### config.mk
export PLATFORM = sky130hd
export DESIGN_NAME = rcsub_serial
export DESIGN_NICKNAME = d
export VERILOG_FILES = /design/src/rtl/rcsub_serial.sv
export SDC_FILE = /design/constraint.sdc
export NUM_CORES = 1
export LEC_CHECK = 0
export ABC_AREA = 1
export BUFFER_PORTS_ARGS = -buffer_cell sky130_fd_sc_hd__clkbuf_2
export CORE_ASPECT_RATIO = 0.7
export CORE_UTILIZATION = 47
export CTS_CLUSTER_SIZE = 40
export DETAILED_ROUTE_END_ITERATION = 16
export PLACE_DENSITY_LB_ADDON = 0.08
export SETUP_SLACK_MARGIN = 0.05
export SLEW_MARGIN = 20
export SYNTH_ARGS = -nofsm -noshare
export SYNTH_HDL_FRONTEND = slang
export SYNTH_SLANG_ARGS = --single-unit
### constraint.sdc
create_clock -name clk -period 1.3 [get_ports clk]
set_clock_uncertainty 0.15 [all_clocks]
set_input_delay 0.065 -clock clk [delete_from_list [all_inputs] [get_ports clk]]
set_output_delay 0.065 -clock clk [all_outputs]
set_load 0.1 [all_outputs]
### src/rtl/rcsub_serial.sv
// rcsub_serial: bit-serial ripple-borrow subtractor, d = x - y - b_in, LSB first, one bit per clock.
// Build option RCSUB_SAT_EN: when defined, d is clamped to zero whenever the final borrow is set.
module rcsub_serial #(
    parameter int n = 4
) (
    input  logic         clk,
    input  logic         rst,
    input  logic         start,
    input  logic [n-1:0] x,
    input  logic [n-1:0] y,
    input  logic         b_in,
    output logic         busy,
    output logic         done,
    output logic [n-1:0] d,
    output logic         b_out
);
    localparam int cw = $clog2(n + 1);

    typedef enum logic [1:0] {IDLE, RUN, DONE} state_t;

    state_t         state, state_nx;
    logic [n-1:0]   xs, ys, rs, rs_nx;
    logic [cw-1:0]  cnt;
    logic           br, bit_d, br_nx, last;

    assign bit_d = xs[0] ^ ys[0] ^ br;
    assign br_nx = (~xs[0] & ys[0]) | (~(xs[0] ^ ys[0]) & br);
    assign last  = cnt == cw'(n - 1);

    // New difference bits enter at the MSB so the result is aligned after n shifts.
    generate
        if (n == 1) begin : g_one
            assign rs_nx = bit_d;
        end else begin : g_wide
            assign rs_nx = {bit_d, rs[n-1:1]};
        end
    endgenerate

    // State register.
    always_ff @(posedge clk) begin
        state <= rst ? IDLE : state_nx;
    end

    // Next state: start only matters in IDLE, DONE always returns to IDLE.
    always_comb begin
        state_nx = state == IDLE ? (start ? RUN : IDLE) :
                   state == RUN  ? (last ? DONE : RUN) : IDLE;
    end

    // Handshake outputs decoded straight from the state register.
    always_comb begin
        busy = state != IDLE;
        done = state == DONE;
    end

    // Operand capture, per-bit subtraction, and result commit on the final bit.
    always_ff @(posedge clk) begin
        if (rst) begin
            xs    <= '0;
            ys    <= '0;
            rs    <= '0;
            br    <= 1'b0;
            cnt   <= '0;
            d     <= '0;
            b_out <= 1'b0;
        end else if (state == IDLE && start) begin
            xs  <= x;
            ys  <= y;
            br  <= b_in;
            cnt <= '0;
        end else if (state == RUN) begin
            xs  <= xs >> 1;
            ys  <= ys >> 1;
            rs  <= rs_nx;
            br  <= br_nx;
            cnt <= cnt + cw'(1);
            if (last) begin
`ifdef RCSUB_SAT_EN
                d <= br_nx ? '0 : rs_nx;
`else
                d <= rs_nx;
`endif
                b_out <= br_nx;
            end
        end
    end
endmodule

==> run metrics, run 1 <==
outcome=finished, violations left; failing checks=negative setup slack; multi-input logic area=around 500 sq um; P per Cell Area=approximately 1000 mW/mm^2; share of layout cells above drive strength 1=38.3%; hold endpoint=xs[3]; GRT overflow=0; Vias/cell=~4.8; CP endpoint kind=output port; syn nets=between 150 and 200; first-pass GRT wire length=3550 microns; final hold vios=0; largest area contributor in the netlist=dfxtp_1; CP arrival=1.18 ns; Port Buffers=18; VDD IR max=0.00110 V; Synth async-reset ratio=0%; reg2reg path depth=7; overall routing resource usage=roughly 22%; fillers=approximately 100; final setup fails=9; critical path class=register to output port; per-cell routed wire length=between 10 and 15 microns; Int Pwr=between 1 and 1.5 mW; hold crit path type=input pin to register; Final Slew Violations=0; total CTS buffers=3; Reg area=about 460 sq um; Die X=between 50 and 60 microns; max frequency=between 700 and 800 MHz; Startpoint Class=register; via count=slightly below 1000; Distinct cells, synth=18; clock latency on the worst-skew pair=0.31 ns; most common cell in the netlist=nor2_1; CTS sink cnt=22; Yosys top cell area share=45.6%; main flop type after synthesis=dfxtp_1; CTS tree=done; Clk network pwr share=about a third; RR Startpoint=state[1]; cells after synthesis=approximately 140; final net count=approximately 200; vias in the first global route=796; number of synthesized flops with an enable pin=0; Final GP Congestion=0.783; Leak=around 0.73 nW; mapped cell area=966 sq um; CTS root buf=clkbuf_4; 1st-iter DRT viols=18; Sequential Power Share=48.2%; sequential area share after synthesis=between 40 and 50%; Comb pwr share=approximately 18%; Initial Util=around half; WP data required=between 1 and 1.5 ns; Max clock buf depth=2; RSZ-0062 raised after global routing=true; FP Rows=13; Worst Path Max Fanout=2; Layout Cells excl Fill=slightly above 200; synthesized flop and latch total=22; drt pass-1 iters=4; Die Ht=between 30 and 40 microns; initial antenna violation count=0; r2r endpoint=xs[3]; Post-DP HPWL=roughly 1500 microns; clk slew on worst S/H paths=roughly 0.12 ns; slowest cell delay on critical path=between 0.3 and 0.4 ns; IO Pins=19; max cap viols=0; ANT nets after route=0; Hold WS=0.0477 ns; H-Tree Level Count=1; Max-slew headroom=68.4%; Net Switching=0.383 mW; Final TNS setup=-0.388 ns; drt total wl=around 2400 microns; CP top delay family=buffers and inverters; Residual DRC=0; Worst Max-Slew Pin Slew=between 0.4 and 0.5 ns; synth top area cells=dfxtp_1 (46%), nor2_1 (13%), nand2_1 (12%), inv_1 (7.0%), o21ai_0 (4.7%); Core ar.=about 0.0019 sq mm; largest net degree at the start of global routing=14; hold path cells=4; Critical Path Most Common Cell=buf_12; syn_area_per_cell=between 6 and 7 sq um; DIE AREA=0.00224 sq mm; YS warnings=0; dpl cells=around 180; min-delay src=start; FF-to-FF setup slack=-0.07 ns; Max stage delay cell, worst path=dfxtp_2; worst path cell trace=buf_12, nor2_4, clkinvlp_4, buf_12; final period utilization=107%; crit path buf inv count=3; Sw Ratio=25.1%; fin worst setup slack=-0.0939 ns; area delta synth->final=58.0%; antenna cells=0; commonest cells in the netlist=nor2_1 (33), nand2_1 (31), dfxtp_1 (22); min Tclk post-route=~1.4 ns
## worst max-delay path by stage
stage	from	endpoint	slack [ns]	cells after the start
detailed placement	cnt[0]	d[2]	-0.06	7
finish	state[1]	busy	-0.09	4
global route	state[1]	busy	-0.14	4
CTS	state[1]	busy	-0.09	4
global placement	cnt[0]	b_out	-0.002	7
floorplan	state[0]	busy	0.05	2
## power groups by stage
| stage | Clock (mW) | Combinational [mW] | Sequential, mW |
|---|---|---|---|
| after floorplan | 0 | 0.136 | 0.741 |
| after global placement | 0 | 0.206 | 0.742 |
| after detailed placement | 0 | 0.212 | 0.744 |
| after CTS | 0.530 | 0.254 | 0.732 |
| after global routing | 0.564 | 0.295 | 0.739 |
| final | 0.521 | 0.271 | 0.736 |
## worst register-to-register path, stage by stage (launching register included)
cell,delay (ns)
dfxtp_2,0.37
buf_12,0.13
nor2_4,0.10
buf_4,0.17
nand2_1,0.12
inv_1,0.10
nand2_1,0.06
a21oi_1,0.11
## kinds of logic after synthesis
| family | count (synthesis) | share of synthesized area, % |
|---|---|---|
| compound gates | 14 | 7.64 |
| xor+xnor | 1 | 0.907 |
| buf+inv | 22 | 9.07 |
| fa+ha+maj | 3 | 4.66 |
| flops | 22 | 45.6 |
| simple gates | 76 | 32.1 |
## placed cells by master (no fill, tap or decap)
| cell | netlist | layout |
|---|---|---|
| nor2_1 | 33 | 27 |
| o21ai_0 | 9 | 6 |
| o21ai_2 | 1 | 2 |
| buf_6 | 0 | 1 |
| a21oi_1 | 4 | 4 |
| dfxtp_1 | 22 | 10 |
| inv_4 | 0 | 2 |
| inv_2 | 1 | 5 |
| nor2_2 | 2 | 5 |
| clkbuf_4 | 0 | 3 |
| dfxtp_2 | 0 | 12 |
| nand2_1 | 31 | 31 |
| xor2_1 | 1 | 1 |
| clkinvlp_4 | 0 | 1 |
| dlygate4sd3_1 | 0 | 11 |
| fa_2 | 0 | 1 |
| nand2_2 | 1 | 1 |
| buf_12 | 0 | 8 |
| nand3_1 | 8 | 8 |
| ha_4 | 0 | 2 |
| clkbuf_2 | 0 | 11 |
| inv_1 | 18 | 11 |
| o21ai_1 | 0 | 2 |
| buf_4 | 1 | 10 |
| nor2_4 | 1 | 4 |
| bufinv_16 | 0 | 1 |
## stage by stage
stage	area [sq um]	utilization (%)	worst slack, ns	total power [mW]
2_1_floorplan	988	-	0.0505	0.877
5_1_grt	1530	80.9	-0.136	1.60
6_report	1530	80.9	-0.0939	1.53
3_3_place_gp	1250	66.1	-0.00224	0.948
4_1_cts	1500	79.4	-0.0853	1.52
3_5_place_dp	1250	66.1	-0.0576	0.956
## flip-flops by register name, summed over array words and instances, names as in the netlist
| name | cells |
|---|---|
| ys | 4 |
| cnt | 3 |
| state | 2 |
| xs | 4 |
| d | 4 |
| b_out | 1 |
| rs | 3 |
| br | 1 |
## repair_timing
action                                  4_1_cts  5_1_grt
pin swaps                                     9        4
endpoints found under the hold margin        11        0
endpoints found under the setup margin       19       24
gates resized for setup                      17       11
cloned                                        0        0
hold buffers                                 11        0
setup buffers                                 4        1
## metal layers
layer  track usage [%]  routed length [microns]  up-vias
met1              28.1                     1170      445
met4              5.49                       10        0
met5                 0                        0        -
li1                  -                        -      505
met3              6.77                       86        2
met2              36.6                     1160       25
## cell type report
class	count	share of cell area, %
repair buffers	41	27.0
clock inverters	1	1.97
well taps	22	1.80
multi-input cells	94	32.7
inverters	19	5.25
flip-flops and latches	22	29.8
clock buffers	3	1.48
Power figures use the tool's default switching activity.
==> run 2, diff against run 1 <==
CORE_UTILIZATION = 52   (was 47)
clock period = 1.6 ns   (was 1.3 ns; I/O delays follow)
==> run 2 against run 1 <==
Effect of this change: the run now ends clean; combinational power shrank 31%; die area shrank 9.2%; total power shrank 28%; sequential share of layout area grew 5.6 points; via count shrank 3.6%; sequential cell count is the same; count of clock-buffer cells in the layout grew 1; utilization shrank 5.9 points; register-to-register slack gained 0.24 ns; worst setup slack gained 0.16 ns; critical path depth shrank 1; final area shrank 18%; critical path type unchanged; largest power group unchanged.
==> run metrics, run 2 (synthesized netlist as in run 1, its figures left out) <==
outcome=finished clean (was finished, violations left); min-delay src=y[1] (was start); per-cell routed wire length=12.8 microns (was 12.0 microns); Hold WS=0.00727 ns (was 0.0477 ns); final core occ=75.0% (was 80.9%); r2r endpoint=d[3] (was xs[3]); Die Ht=38.1 microns (was 39.9 microns); largest net degree at the start of global routing=13 (was 14); Worst Path Max Fanout=8 (was 2); FP Rows=12 (was 13); total CTS buffers=3 (unchanged); Leak=0.664 nW (was 0.733 nW); H-Tree Level Count=1 (unchanged); placed inst area=0.00110 sq mm (was 0.00125 sq mm); commonest non-fill, non-tap cell in the layout=nor2_1 (was nand2_1); Die X=53.5 microns (was 56.2 microns); antenna cells=0 (unchanged); Residual DRC=0 (unchanged); share of layout cells above drive strength 1=21.2% (was 38.3%); CP arrival=1.30 ns (was 1.18 ns); min Tclk post-route=between 1.5 and 2 ns; max cap viols=0 (unchanged); drt pass-1 iters=4 (unchanged); Final Slew Violations=0 (unchanged); ANT nets after route=0 (unchanged); FF-to-FF setup slack=0.17 ns (was -0.07 ns); vias in the first global route=899 (was 796); Vias/cell=4.93 (was 4.84); via count=942 (was 977); critical path class=register to output port (unchanged); CTS sink cnt=22 (unchanged); Final TNS setup=0 ns (was -0.388 ns); Post-DP HPWL=1600 microns (was 1500 microns); 1st-iter DRT viols=30 (was 18); Port Buffers=18 (unchanged); first-pass GRT wire length=3950 microns (was 3550 microns); final hold vios=0 (unchanged); dpl cells=176 (was 182); area delta synth->final=29.4% (was 58.0%); initial antenna violation count=0 (unchanged); GRT overflow=0 (unchanged); Worst Max-Slew Pin Slew=0.543 ns (was 0.472 ns); clk slew on worst S/H paths=0.12 ns (about the same); P per Cell Area=876 mW/mm^2 (was 1000 mW/mm^2); hold path cells=5 (was 4); most frequent cells in the layout=nor2_1 (32), nand2_1 (31), dfxtp_1 (20), inv_1 (17), clkbuf_2 (16) (was nand2_1 (31), nor2_1 (27), dfxtp_2 (12)); WP data required=1.37 ns (was 1.09 ns); hold crit path type=input pin to register (unchanged); overall routing resource usage=29.6% (was 21.7%); hold endpoint=ys[1] (was xs[3]); Startpoint Class=register (unchanged); Layout Cells excl Fill=191 (was 202); Max clock buf depth=2 (unchanged); Finished Cell Area=0.00125 sq mm (was 0.00153 sq mm); drt total wl=2450 microns (was 2430 microns); CP endpoint kind=output port (unchanged); fin worst setup slack=0.0711 ns (was -0.0939 ns); Final GP Congestion=0.795 (was 0.783); DIE AREA=0.00204 sq mm (was 0.00224 sq mm); RR Startpoint=cnt[0] (was state[1]); CTS root buf=clkbuf_4 (unchanged); Tot Pwr=1.10 mW (was 1.53 mW); VDD IR max=0.000687 V (was 0.00110 V); final setup fails=0 (was 9); Initial Util=58.0% (was 51.2%); Largest regs=d (4), xs (4), ys (4) (unchanged); Max-slew headroom=64.0% (was 68.4%); clock latency on the worst-skew pair=0.32 ns (was 0.31 ns); CTS tree=done (unchanged); worst slack, placed=0.140 ns (was -0.0576 ns); RSZ-0062 raised after global routing=false (was true); max frequency=654 MHz; final net count=186 (was 196); reg2reg path depth=7 (unchanged); final period utilization=between 90% and 100%; Core ar.=0.00167 sq mm (was 0.00189 sq mm); IO Pins=19 (unchanged)
## run 2: layout make-up
class                           instances  area [sq um]
Clock buffer                            4          36.3
Fill cell                             133           417
Inverter                               19          71.3
Multi-Input combinational cell         94           445
Sequential cell                        22           443
Tap cell                               21          26.3
Timing Repair Buffer                   31           228
## run 2: metal layers
metal / vias up / routed length [microns] / global-route usage, %
met3: 13 / 129 / 9.92
met2: 29 / 1170 / 49.7
li1: 482 / - / -
met1: 418 / 1050 / 32.8
met5: - / 0 / 0
met4: 0 / 107 / 17.1
## run 2: power breakdown
| group | internal [mW] | switching [mW] | total [mW] |
|---|---|---|---|
| Clock | 0.139 | 0.175 | 0.315 |
| Combinational | 0.0789 | 0.107 | 0.186 |
| Sequential | 0.574 | 0.0209 | 0.595 |
## run 2: worst max-delay path by stage
stage,depth (start not counted),end,startpoint,slack (ns)
2_1_floorplan,2,done,state[1],0.13
3_3_place_gp,7,d[2],cnt[0],0.25
3_5_place_dp,7,d[3],cnt[0],0.14
4_1_cts,7,d[3],cnt[0],0.10
5_1_grt,3,busy,state[0],0.02
6_report,3,busy,state[0],0.07
## run 2: worst max-delay path: stages (launching register included)
cell     delay, ns
dfxtp_1       0.42
nor2_4        0.25
inv_1         0.12
buf_12        0.18
## run 2: repair_timing
action / in CTS / in global routing
setup endpoints to repair: 1 / 6
hold buffers: 9 / 0
resized for setup: 1 / 3
endpoints found under the hold margin: 11 / 0
buffers inserted: 0 / 2
pin swaps: 0 / 1
